$ cat src/rtl/dma_axi_pkg.sv
// ----------------------------------------------------------------------------
// dma_axi_pkg
// Shared AXI4 constants and the control FSM encoding for the DMA burst write
// master (axi4_burst_write_master) and its burst-length queue.
// ----------------------------------------------------------------------------
package dma_axi_pkg;

    localparam logic [1:0] AXI_BURST_INCR = 2'b01;

    localparam logic [1:0] RESP_OKAY   = 2'b00;
    localparam logic [1:0] RESP_EXOKAY = 2'b01;
    localparam logic [1:0] RESP_SLVERR = 2'b10;
    localparam logic [1:0] RESP_DECERR = 2'b11;

    // Reported on o_err_resp when the start address or length is not beat aligned.
    localparam logic [1:0] ERR_MISALIGNED = 2'b11;

    localparam int AXI_4KB = 4096;

    typedef enum logic [1:0] {
        ST_IDLE,
        ST_CHECK,
        ST_RUN,
        ST_DONE
    } wm_state_t;

    // EXOKAY is not a legal answer to a non-exclusive write, so anything
    // other than OKAY is treated as a failed burst.
    function automatic logic is_error_resp(input logic [1:0] resp);
        return (resp == RESP_EXOKAY) || (resp == RESP_SLVERR) || (resp == RESP_DECERR);
    endfunction

endpackage

$ cat src/rtl/wm_burst_queue.sv
// ----------------------------------------------------------------------------
// wm_burst_queue
// Small synchronous FIFO carrying awlen of bursts whose AW handshake has
// completed but whose W beats have not yet started. Head word is visible on
// pop_data while not empty (first-word fall-through).
// Ports:
//   clk, reset_n        clock, async active-low reset (clears pointers/count)
//   push, push_data     write one entry (ignored when full)
//   pop                 drop the head entry (ignored when empty)
//   pop_data            current head entry
//   full, empty         occupancy flags
// ----------------------------------------------------------------------------
module wm_burst_queue #(
    parameter int DEPTH = 4,
    parameter int WIDTH = 8
) (
    input  logic             clk,
    input  logic             reset_n,
    input  logic             push,
    input  logic [WIDTH-1:0] push_data,
    input  logic             pop,
    output logic [WIDTH-1:0] pop_data,
    output logic             full,
    output logic             empty
);

    localparam int PTR_W = (DEPTH > 1) ? $clog2(DEPTH) : 1;
    localparam int CNT_W = $clog2(DEPTH) + 1;

    logic [WIDTH-1:0] mem [DEPTH];
    logic [PTR_W-1:0] wr_ptr;
    logic [PTR_W-1:0] rd_ptr;
    logic [CNT_W-1:0] count;
    logic             do_push;
    logic             do_pop;

    function automatic logic [PTR_W-1:0] next_ptr(input logic [PTR_W-1:0] p);
        return (p == PTR_W'(DEPTH - 1)) ? '0 : p + 1'b1;
    endfunction

    assign full     = (count == CNT_W'(DEPTH));
    assign empty    = (count == '0);
    assign do_push  = push & ~full;
    assign do_pop   = pop & ~empty;
    assign pop_data = mem[rd_ptr];

    always_ff @(posedge clk) begin
        if (do_push) begin
            mem[wr_ptr] <= push_data;
        end
    end

    always_ff @(posedge clk or negedge reset_n) begin
        if (!reset_n) begin
            wr_ptr <= '0;
            rd_ptr <= '0;
            count  <= '0;
        end else begin
            if (do_push) begin
                wr_ptr <= next_ptr(wr_ptr);
            end
            if (do_pop) begin
                rd_ptr <= next_ptr(rd_ptr);
            end
            case ({do_push, do_pop})
                2'b10:   count <= count + 1'b1;
                2'b01:   count <= count - 1'b1;
                default: count <= count;
            endcase
        end
    end

endmodule

$ cat src/rtl/axi4_burst_write_master.sv
// ----------------------------------------------------------------------------
// axi4_burst_write_master
// DMA write engine: drains a FWFT data FIFO into AXI4 memory using INCR
// bursts that never cross a 4KB boundary, with up to C_MAX_OUTSTANDING
// write addresses in flight and sticky error reporting from BRESP.
// Ports:
//   clk, reset_n                 clock, async active-low reset
//   i_start/i_dst_addr/i_total_len  transfer request (start ignored while busy)
//   o_busy, o_write_done         status; done is a one-cycle pulse
//   o_error, o_err_resp          sticky error flag and first bad response
//                                (2'b11 for a misaligned request)
//   i_fifo_empty, i_w_data       FWFT FIFO head; o_fifo_rd_en pops it
//   m_axi_aw*/m_axi_w*/m_axi_b*  AXI4 write address, data, response channels
// ----------------------------------------------------------------------------
module axi4_burst_write_master
    import dma_axi_pkg::*;
#(
    parameter int C_M_AXI_ADDR_WIDTH = 32,
    parameter int C_M_AXI_DATA_WIDTH = 32,
    parameter int C_MAX_BURST        = 16,
    parameter int C_MAX_OUTSTANDING  = 4
) (
    input  logic                            clk,
    input  logic                            reset_n,
    input  logic                            i_start,
    input  logic [C_M_AXI_ADDR_WIDTH-1:0]   i_dst_addr,
    input  logic [31:0]                     i_total_len,
    output logic                            o_busy,
    output logic                            o_write_done,
    output logic                            o_error,
    output logic [1:0]                      o_err_resp,
    input  logic                            i_fifo_empty,
    output logic                            o_fifo_rd_en,
    input  logic [C_M_AXI_DATA_WIDTH-1:0]   i_w_data,
    output logic [C_M_AXI_ADDR_WIDTH-1:0]   m_axi_awaddr,
    output logic [7:0]                      m_axi_awlen,
    output logic [2:0]                      m_axi_awsize,
    output logic [1:0]                      m_axi_awburst,
    output logic                            m_axi_awvalid,
    input  logic                            m_axi_awready,
    output logic [C_M_AXI_DATA_WIDTH-1:0]   m_axi_wdata,
    output logic [C_M_AXI_DATA_WIDTH/8-1:0] m_axi_wstrb,
    output logic                            m_axi_wlast,
    output logic                            m_axi_wvalid,
    input  logic                            m_axi_wready,
    input  logic [1:0]                      m_axi_bresp,
    input  logic                            m_axi_bvalid,
    output logic                            m_axi_bready
);

    localparam int         BPB      = C_M_AXI_DATA_WIDTH / 8;
    localparam int         LSB      = $clog2(BPB);
    localparam int         OUT_W    = $clog2(C_MAX_OUTSTANDING) + 1;
    localparam logic [2:0] AXI_SIZE = 3'(LSB);

    wm_state_t                     state;
    wm_state_t                     state_next;

    logic [C_M_AXI_ADDR_WIDTH-1:0] dst_addr_r;
    logic [31:0]                   total_len_r;
    logic [C_M_AXI_ADDR_WIDTH-1:0] aw_addr;
    logic [31:0]                   bytes_to_issue;
    logic [OUT_W-1:0]              outstanding;

    logic                          w_active;
    logic [7:0]                    w_len;
    logic [7:0]                    w_cnt;

    logic                          q_pop;
    logic [7:0]                    q_head;
    logic                          q_full;
    logic                          q_empty;

    logic                          aw_hs;
    logic                          w_hs;
    logic                          b_hs;
    logic                          misaligned;
    logic                          run_finished;

    logic [31:0]                   bytes_beats;
    logic [12:0]                   bound_bytes;
    logic [12:0]                   bound_beats;
    logic [8:0]                    beats;
    logic [31:0]                   burst_bytes;

    assign aw_hs = m_axi_awvalid & m_axi_awready;
    assign w_hs  = m_axi_wvalid & m_axi_wready;
    assign b_hs  = m_axi_bvalid & m_axi_bready;

    assign misaligned   = (dst_addr_r[LSB-1:0] != '0) || (total_len_r[LSB-1:0] != '0);
    assign run_finished = (bytes_to_issue == '0) && q_empty && !w_active && (outstanding == '0);

    // Burst size: limited by what is left, by the burst cap, and by the
    // distance to the next 4KB page so no burst straddles a page.
    assign bytes_beats = bytes_to_issue >> LSB;
    assign bound_bytes = 13'(AXI_4KB) - {1'b0, aw_addr[11:0]};
    assign bound_beats = bound_bytes >> LSB;

    always_comb begin
        beats = 9'(C_MAX_BURST);
        if (bytes_beats < 32'(beats)) begin
            beats = bytes_beats[8:0];
        end
        if (bound_beats < 13'(beats)) begin
            beats = bound_beats[8:0];
        end
    end

    assign burst_bytes = {23'd0, beats} << LSB;

    // ---------------- control FSM: state register ----------------
    always_ff @(posedge clk or negedge reset_n) begin
        if (!reset_n) begin
            state <= ST_IDLE;
        end else begin
            state <= state_next;
        end
    end

    // ---------------- control FSM: next state ----------------
    always_comb begin
        state_next = state;
        case (state)
            ST_IDLE:  if (i_start) state_next = ST_CHECK;
            ST_CHECK: state_next = ((total_len_r == '0) || misaligned) ? ST_DONE : ST_RUN;
            ST_RUN:   if (run_finished) state_next = ST_DONE;
            ST_DONE:  state_next = ST_IDLE;
            default:  state_next = ST_IDLE;
        endcase
    end

    // ---------------- control FSM: outputs ----------------
    always_comb begin
        o_busy        = (state != ST_IDLE);
        o_write_done  = (state == ST_DONE);
        m_axi_bready  = (state == ST_RUN);
        // Depends only on registers, and none of the terms can fall before
        // the handshake, so awvalid/awaddr/awlen hold until awready.
        m_axi_awvalid = (state == ST_RUN) && (bytes_to_issue != '0) &&
                        (outstanding < OUT_W'(C_MAX_OUTSTANDING)) && !q_full;
    end

    assign m_axi_awaddr  = aw_addr;
    assign m_axi_awlen   = m_axi_awvalid ? 8'(beats - 9'd1) : 8'd0;
    assign m_axi_awsize  = AXI_SIZE;
    assign m_axi_awburst = AXI_BURST_INCR;

    assign m_axi_wvalid  = w_active & ~i_fifo_empty;
    assign m_axi_wlast   = w_active && (w_cnt == w_len);
    assign m_axi_wdata   = m_axi_wvalid ? i_w_data : '0;
    assign m_axi_wstrb   = '1;
    assign o_fifo_rd_en  = w_hs;

    // ---------------- request capture, AW engine, error reporting ----------------
    always_ff @(posedge clk or negedge reset_n) begin
        if (!reset_n) begin
            dst_addr_r     <= '0;
            total_len_r    <= '0;
            aw_addr        <= '0;
            bytes_to_issue <= '0;
            o_error        <= 1'b0;
            o_err_resp     <= 2'b00;
        end else begin
            case (state)
                ST_IDLE: begin
                    if (i_start) begin
                        dst_addr_r  <= i_dst_addr;
                        total_len_r <= i_total_len;
                        o_error     <= 1'b0;
                        o_err_resp  <= 2'b00;
                    end
                end
                ST_CHECK: begin
                    aw_addr <= dst_addr_r;
                    if ((total_len_r != '0) && misaligned) begin
                        o_error        <= 1'b1;
                        o_err_resp     <= ERR_MISALIGNED;
                        bytes_to_issue <= '0;
                    end else begin
                        bytes_to_issue <= total_len_r;
                    end
                end
                default: begin
                    if (aw_hs) begin
                        aw_addr        <= aw_addr + C_M_AXI_ADDR_WIDTH'(burst_bytes);
                        bytes_to_issue <= bytes_to_issue - burst_bytes;
                    end
                    if (b_hs && is_error_resp(m_axi_bresp) && !o_error) begin
                        o_error    <= 1'b1;
                        o_err_resp <= m_axi_bresp;
                    end
                end
            endcase
        end
    end

    // ---------------- outstanding AW counter ----------------
    always_ff @(posedge clk or negedge reset_n) begin
        if (!reset_n) begin
            outstanding <= '0;
        end else begin
            case ({aw_hs, b_hs})
                2'b10:   outstanding <= outstanding + 1'b1;
                2'b01:   outstanding <= outstanding - 1'b1;
                default: outstanding <= outstanding;
            endcase
        end
    end

    // ---------------- W engine ----------------
    // A burst is taken from the queue only when no burst is active, so W
    // beats can never run ahead of their AW handshake.
    assign q_pop = ~w_active & ~q_empty;

    always_ff @(posedge clk or negedge reset_n) begin
        if (!reset_n) begin
            w_active <= 1'b0;
            w_len    <= 8'd0;
            w_cnt    <= 8'd0;
        end else if (!w_active) begin
            if (!q_empty) begin
                w_active <= 1'b1;
                w_len    <= q_head;
                w_cnt    <= 8'd0;
            end
        end else if (w_hs) begin
            if (w_cnt == w_len) begin
                w_active <= 1'b0;
            end else begin
                w_cnt <= w_cnt + 8'd1;
            end
        end
    end

    wm_burst_queue #(
        .DEPTH (C_MAX_OUTSTANDING),
        .WIDTH (8)
    ) u_burst_queue (
        .clk       (clk),
        .reset_n   (reset_n),
        .push      (aw_hs),
        .push_data (m_axi_awlen),
        .pop       (q_pop),
        .pop_data  (q_head),
        .full      (q_full),
        .empty     (q_empty)
    );

endmodule

$ cat config.mk
export PLATFORM = sky130hd
export DESIGN_NAME = axi4_burst_write_master
export DESIGN_NICKNAME = d
export VERILOG_FILES = /design/src/rtl/dma_axi_pkg.sv /design/src/rtl/wm_burst_queue.sv /design/src/rtl/axi4_burst_write_master.sv
export SDC_FILE = /design/constraint.sdc
export NUM_CORES = 1
export LEC_CHECK = 0
export CAP_MARGIN = 40
export CORE_AREA = 4 4 141 177
export DETAILED_ROUTE_END_ITERATION = 6
export DIE_AREA = 0 0 145 181
export GPL_TIMING_DRIVEN = 0
export PLACE_DENSITY_LB_ADDON = 0.12
export SLEW_MARGIN = 15
export SYNTH_ARGS = -nofsm -noshare
export SYNTH_HDL_FRONTEND = slang
export SYNTH_SLANG_ARGS = --single-unit
$ cat constraint.sdc
create_clock -name clk -period 5.4 [get_ports clk]
set_input_delay 0.81 -clock clk [delete_from_list [all_inputs] [get_ports clk]]
set_output_delay 0.81 -clock clk [all_outputs]
set_load 0.05 [all_outputs]
# Word level (Yosys, flattened, before mapping)
# Memory sizes are Yosys's and may differ from the RTL's. A register that Yosys moved wholly into a read port is not among the register bits.
# Index checks and enable logic that the tools add are counted.
[word_totals]
register_bits = 152
mem_bits_rw = 32
in_bits = 105
output_inout_bits = 91
word_cells = 133
mem_count = 1
[memory_table]
columns = ["name", "words", "width", "rd", "rd_clocked_by_memory_dff", "write_ports", "line", "source"]
rows = [
  ["u_burst_queue.mem", 4, 8, 1, 1, 1, "wm_burst_queue.sv:30", "logic [WIDTH-1:0] mem [DEPTH];"],
]
[op_classes]
add_sub_neg = 11
magnitude_cmp = 3
eq_ne = 20
muxes = 35
bitwise = 12
n_reduce_logical = 38
[op_table]
columns = ["op", "n"]
rows = [
  ["two-way mux 32 bit", 4],
  ["one-hot mux 32 bit (2 select lines)", 2],
  ["logical NOT 32 bit", 2],
  ["nonzero test 32 bit", 2],
  ["two-way mux 8 bit", 5],
  ["adder 32 x 11 -> 32 bit", 1],
  ["subtractor 32 x 11 -> 32 bit", 1],
  ["less-than comparator 30 x 5 -> 1 bit, second input constant", 1],
  ["two-way mux 9 bit", 2],
  ["equality test 2 bit, second input constant", 8],
  ["two-way mux 2 bit", 7],
  ["subtractor 13 x 12 -> 13 bit, first input constant", 1],
  ["one-hot mux 3 bit (2 select lines)", 2],
  ["nonzero test 2 bit", 6],
  ["less-than comparator 11 x 9 -> 1 bit", 1],
  ["logical AND 1 bit", 10],
  ["two-way mux 1 bit", 10],
  ["!= test 2 bit, second input constant", 5],
  ["adder 8 x 1 -> 8 bit, second input constant", 1],
  ["equality test 2 x 1 -> 1 bit, second input constant", 4],
  ["equality test 8 bit", 1],
  ["one-hot mux 2 bit (4 select lines)", 1],
  ["AND reduction 2 bit", 4],
  ["subtractor 8 x 1 -> 8 bit, second input constant", 1],
  ["16 further kinds", 37],
]

# Longest topological paths before layout
[logic_depth]
depth_word = 8
ltp_mapped = 28
ltp_nobuf = 24

# Modules after synthesis
# Synthesis repeated with hierarchy kept, for this count alone.
[unflattened]
hier_cells = 1140
area_unflattened_um2 = 11403.4
[by_module_without_submodules]
columns = ["mod", "n_inst", "cells_per_inst", "area_each_um2", "seq_area_each_um2"]
rows = [
  ["axi4_burst_write_master", 1, 1058, 9766.9, 3828.7],
  ["wm_burst_queue", 1, 82, 1636.6, 1136.1],
]

# Worst setup path before layout
# Ideal clock, no wire load.
[synth_path]
path_kind = "reg2out"
startpoint = "register bytes_to_issue[14]"
endpoint = "output m_axi_awlen[7]"
arrival_time_ps = 5430
required_time_ps = 4590
slack_ps = -840
path_stages_with_launch = 19
path_buffers = 2
cell_sequence = "dfrtp_1 or4_4 or2_0 nor3_1 clkbuf_1 nand2_1 ha_1 nand2b_1 a221oi_1 or4b_4 a211o_1 buf_6 and3_1 a31o_2 or3_1 nor4_2 o21ai_0 xnor2_1 nor2_1"
[synth_via]
elab_chain_len = 6
word_cells_on_any_way = 10
cone_classes = "add/sub (1); order compare (2); mux (3); reduce/logical (4)"
[synth_lines]
columns = ["element", "line", "source"]
rows = [
  ["start: declaration", "axi4_burst_write_master.sv:62", "logic [31:0] bytes_to_issue;"],
  ["start signal: assignment", "axi4_burst_write_master.sv:180", "bytes_to_issue <= total_len_r;"],
  ["start signal: assignment", "axi4_burst_write_master.sv:186", "bytes_to_issue <= bytes_to_issue - burst_bytes;"],
  ["less-than comparator 30 x 5 -> 1 bit", "axi4_burst_write_master.sv:101", "if (bytes_beats < 32'(beats)) begin"],
  ["two-way mux 9 bit", "axi4_burst_write_master.sv:101", ""],
  ["less-than comparator 11 x 9 -> 1 bit", "axi4_burst_write_master.sv:104", "if (bound_beats < 13'(beats)) begin"],
  ["two-way mux 9 bit", "axi4_burst_write_master.sv:104", ""],
  ["subtractor 8 x 1 -> 8 bit", "axi4_burst_write_master.sv:144", "assign m_axi_awlen = m_axi_awvalid ? 8'(beats - 9'd1) : 8'd0;"],
  ["two-way mux 8 bit *", "axi4_burst_write_master.sv:144", ""],
  ["end: declaration", "axi4_burst_write_master.sv:36", "output logic [7:0] m_axi_awlen,"],
]
# Mark *: on every way between the ends. The rest lies on a longest branch, timed or not.

# Worst setup path after layout
[layout_path]
startpoint = "register bytes_to_issue[27]"
endpoint = "register aw_addr[21], in the netlist m_axi_awaddr[21]"
[layout_via]
elab_chain_len = 7
word_cells_on_any_way = 14
cone_classes = "add/sub (1); order compare (2); mux (4); bitwise (1); reduce/logical (6)"
[layout_lines]
columns = ["element", "line", "source"]
rows = [
  ["less-than comparator 30 x 5 -> 1 bit or nonzero test 32 bit (tied branches)", "axi4_burst_write_master.sv:101, axi4_burst_write_master.sv:139", ""],
  ["two-way mux 9 bit or logical AND 1 bit (tied branches)", "axi4_burst_write_master.sv:101, axi4_burst_write_master.sv:139", ""],
  ["less-than comparator 11 x 9 -> 1 bit or logical AND 1 bit (tied branches)", "axi4_burst_write_master.sv:104, axi4_burst_write_master.sv:139", ""],
  ["two-way mux 9 bit or logical AND 1 bit (tied branches)", "axi4_burst_write_master.sv:104, axi4_burst_write_master.sv:140", ""],
  ["adder 32 x 11 -> 32 bit or AND 1 bit (tied branches)", "axi4_burst_write_master.sv:185, axi4_burst_write_master.sv:86", ""],
  ["two-way mux 32 bit or nonzero test 2 bit (tied branches)", "-", ""],
  ["one-hot mux 32 bit (2 select lines) or AND reduction 2 bit (tied branches)", "-", ""],
  ["end signal: assignment", "axi4_burst_write_master.sv:174", "aw_addr <= dst_addr_r;"],
  ["end signal: assignment", "axi4_burst_write_master.sv:185", "aw_addr <= aw_addr + C_M_AXI_ADDR_WIDTH'(burst_bytes);"],
  ["end: declaration", "axi4_burst_write_master.sv:61", "logic [C_M_AXI_ADDR_WIDTH-1:0] aw_addr;"],
]
# Several ways; a longest one is shown, not always the timed one. The select of a mux whose other input is x is not followed.
# A chain may end at the register's enable or synchronous reset.

==> results <==
path summary, 6_finish.rpt:
kind	to
min in group clk	outstanding[2]
worst max register to register	m_axi_awaddr[21]
worst max-delay path	m_axi_awaddr[21]
worst min-delay path	u_burst_queue.rd_ptr[0]
worst min register to register	outstanding[2]
max in group asynchronous	bytes_to_issue[12]
layer usage:
metal,track usage,vias up
met5,0,-
met4,0.123,0
met2,0.451,440
li1,-,4547
met3,0.0349,128
met1,0.303,4919
critical path, delay by kind of cell, from the launching register on:
family | cells | cell delay, ps
adders and majority gates | 2 | 380
and+or+nand+nor | 8 | 1970
AOI/OAI and AO/OA | 11 | 2480
buffers and inverters | 5 | 750
DFF | 1 | 460
synth_stat cells (16+ instances only):
master / instances / area [µm²]
o22ai_1: 20 / 125
o21ai_0: 48 / 240
and2_1: 51 / 319
mux2_2: 77 / 867
nand2_1: 60 / 225
nor2_1: 93 / 349
a31oi_1: 16 / 100
dfrtp_1: 160 / 4000
xnor2_1: 22 / 193
xor2_1: 22 / 193
edfxtp_1: 32 / 961
nor3_1: 22 / 110
a21oi_1: 66 / 330
nor4_1: 25 / 156
clkbuf_1: 45 / 169
ha_1: 31 / 388
inv_1: 40 / 150
nand3_1: 23 / 115
cell families (layout without fill, tap and decap cells):
logic type                 count (synthesis)  in the layout
and+or+nand+nor                          346            346
AOI/OAI and AO/OA                        261            261
DFF                                      192            192
buffers and inverters                    107            401
muxes                                     95             95
xor gates and xnor gates                  44             44
adders and majority gates                 37             37
other                                      2             13
power groups by stage:
stage / Clock (mW) / Combinational [mW] / Sequential [mW]
after floorplan: 0 / 3.60 / 2.89
after global placement: 0 / 5.36 / 2.65
final: 1.31 / 7.23 / 2.71
after global routing: 1.37 / 7.66 / 2.78
after CTS: 1.32 / 6.27 / 2.66
after detailed placement: 0 / 5.44 / 2.67
registers in the layout, indices dropped and copies added (netlist names):
signal	cells
bytes_to_issue	32
dst_addr_r	32
m_axi_awaddr	32
o_err_resp	2
o_error	1
outstanding	3
state	2
total_len_r	32
u_burst_queue.count	3
u_burst_queue.mem	32
u_burst_queue.rd_ptr	2
u_burst_queue.wr_ptr	2
w_active	1
w_cnt	8
w_len	8
repair_timing:
item,4_1_cts,5_1_grt
resized for setup,147,99
pin swaps,58,64
endpoints found under the setup margin,70,62
buffers inserted,43,38
gates cloned,1,0
stage by stage:
stage | worst slack, ps | utilization | instance area, µm² | instances | hold WS [ps]
floorplan | -227 | - | 11200 | 1095 | 447
global placement | -4030 | 0.574 | 13400 | 1573 | 467
detailed placement | -1590 | 0.576 | 13500 | 1576 | 489
CTS | -750 | 0.633 | 14800 | 1648 | 351
global route | -886 | 0.663 | 15500 | 1681 | 383
finish | -767 | 0.663 | 15500 | 1681 | 324
cells in the final DEF (no fill, tap or decap), types with 9 or more instances in the layout:
cell,synthesis,layout
conb_1,2,13
o22ai_1,20,19
clkdlybuf4s50_1,0,177
mux2i_1,10,10
inv_1,40,37
nand3_1,23,19
o21a_1,9,9
or3_1,11,9
edfxtp_1,32,32
nor3_1,22,18
buf_6,2,38
ha_1,31,23
xnor2_1,22,12
a22oi_1,9,9
a31oi_1,16,12
xor2_1,22,22
nor2_1,93,80
nor4_4,0,10
a21oi_2,2,15
clkbuf_1,45,42
nor4_1,25,15
and3_1,15,14
a21oi_1,66,48
and2_1,51,49
mux2_2,77,77
dfrtp_1,160,153
buf_4,10,62
o21ai_0,48,29
nand2_1,60,54
clkbuf_16,0,17
o21ai_1,5,18
layout make-up:
cell class | instances | area, µm²
repair buffers | 267 | 2600
fillers | 1804 | 7880
clock inverters | 14 | 171
clock buffers | 17 | 425
flip-flops and latches | 192 | 4970
well taps | 292 | 365
inverters | 40 | 153
multi-input cells | 796 | 6520
plain buffers | 63 | 325
==> flow_summary.yaml <==
run_status:
  status: "finished with violations"
  violations: "setup timing"
pwr:
  switchingPower_mw: 5.37
  pwr-share-comb: 0.643
  intPower_mw: 5.88
  powerDensity_nw_per_um2: 724
  finalPower_mw: 11.2
  p_leak_nw: 6.24
  ir_drop_v: 0.000391
  p_seq_frac: 0.241
  swShare: 0.477
  p_clk_frac: 0.116
die:
  chipWidth_um: 145
  initial_core_util: 0.469
  core-area_um2: 23400
  row_count: 63
  dieArea_um2: 26200
  io_pins: 196
  die_h_um: 181
clocking:
  insertion_delay_ps: 450
  cts_root_buf: "clkbuf_16"
  cts_max_level: 4
  clkSinkCount: 192
  postCtsHoldBufs: 0
  clkSlewWorstSetupHoldPaths_ps: 80
  cts_tree: "done"
  cts_buffer_depth: 2
  cts_buffers: 17
sta:
  fin_tns_setup_ps: -21770
  setup_slack_ps: -767
  rsz0062_at_grt: "yes"
  slew_violations: 0
  period_share: 1.14
  clock_skew_ps: 15.0
  worst_pin_slew_ps: 950
  slew_headroom: 0.361
  hold_viol: 0
  setup_viol: 58
  fin_crit_ps: 6170
  max_freq_mhz: 162
setup_path:
  r2r_cells: 26
  cp.arrival_ps: 6490
  r2r_slack_ps: -770
  crit_type: "reg -> reg"
  cpMostUsedCell: "buf_6"
  worst_path_max_delay_cell: "or4b_4"
  worst_setup_path_end_kind: "flop"
  crit_required_ps: 5720
  cpPeakStageDelay_ps: 520
  reg2reg_from: "bytes_to_issue[27]"
  startpoint_type: "flop"
  critPathMaxFanout: 6
  crit_start: "bytes_to_issue[27]"
detailed_routing:
  wl_met1_um: 13300
  wl_met2_um: 18300
  met3WireLength_um: 1980
  finalWirelength_um: 35400
  first_iter_violations: 912
  route.detailed.drc: 0
  dr.max_layer_used: "met4"
  via_count: 10034
  ant_nets: 0
  first_pass_iters: 5
  vias_per_cell: 5.97
  post_drt_wl_per_cell_um: 21.0
cells_and_area:
  drive_above_1_share: 0.263
  num-nets-final: 1515
  diodes: 0
  area_growth_pct: 41.5
logic_synthesis:
  synth_ff_type: "dfrtp_1"
  synthAdderAreaFrac: 0.0428
  synth_edf_count: 32
  synthSimpleGateAreaFrac: 0.164
  synthCells: 1084
  synth_seq_cells: 192
  synth_top_family_by_area: "simple AND/OR/NAND/NOR gates"
  avgSynthCellArea_um2: 10.1
  synth_xor_area_frac: 0.0351
  syn_area_um2: 11000
  ys_warn_count: 0
  yosysSeqAreaShare: 0.452
  ys_types: 90
  synth_compound_area_frac: 0.159
  synthMuxAreaShare: 0.105
  ys_async_sr_fraction: 0.833
global_route:
  antenna_found_initial: 0
  grt_first_pass_wirelength_um: 53500
  grt_max_degree: 89
  grtUsageTotal: 0.254
  grt_overflow: 0
  grt_pass1_vias: 9859
place:
  dp_hpwl_um: 24500
  io_buffers: 186
  gp_congestion: 0.934
worst_hold_path:
  holdCritPathClass: "in -> async"
flow_run:
  cap_viol_max_count: 0
No activity file was read; power rests on OpenSTA's default activity.
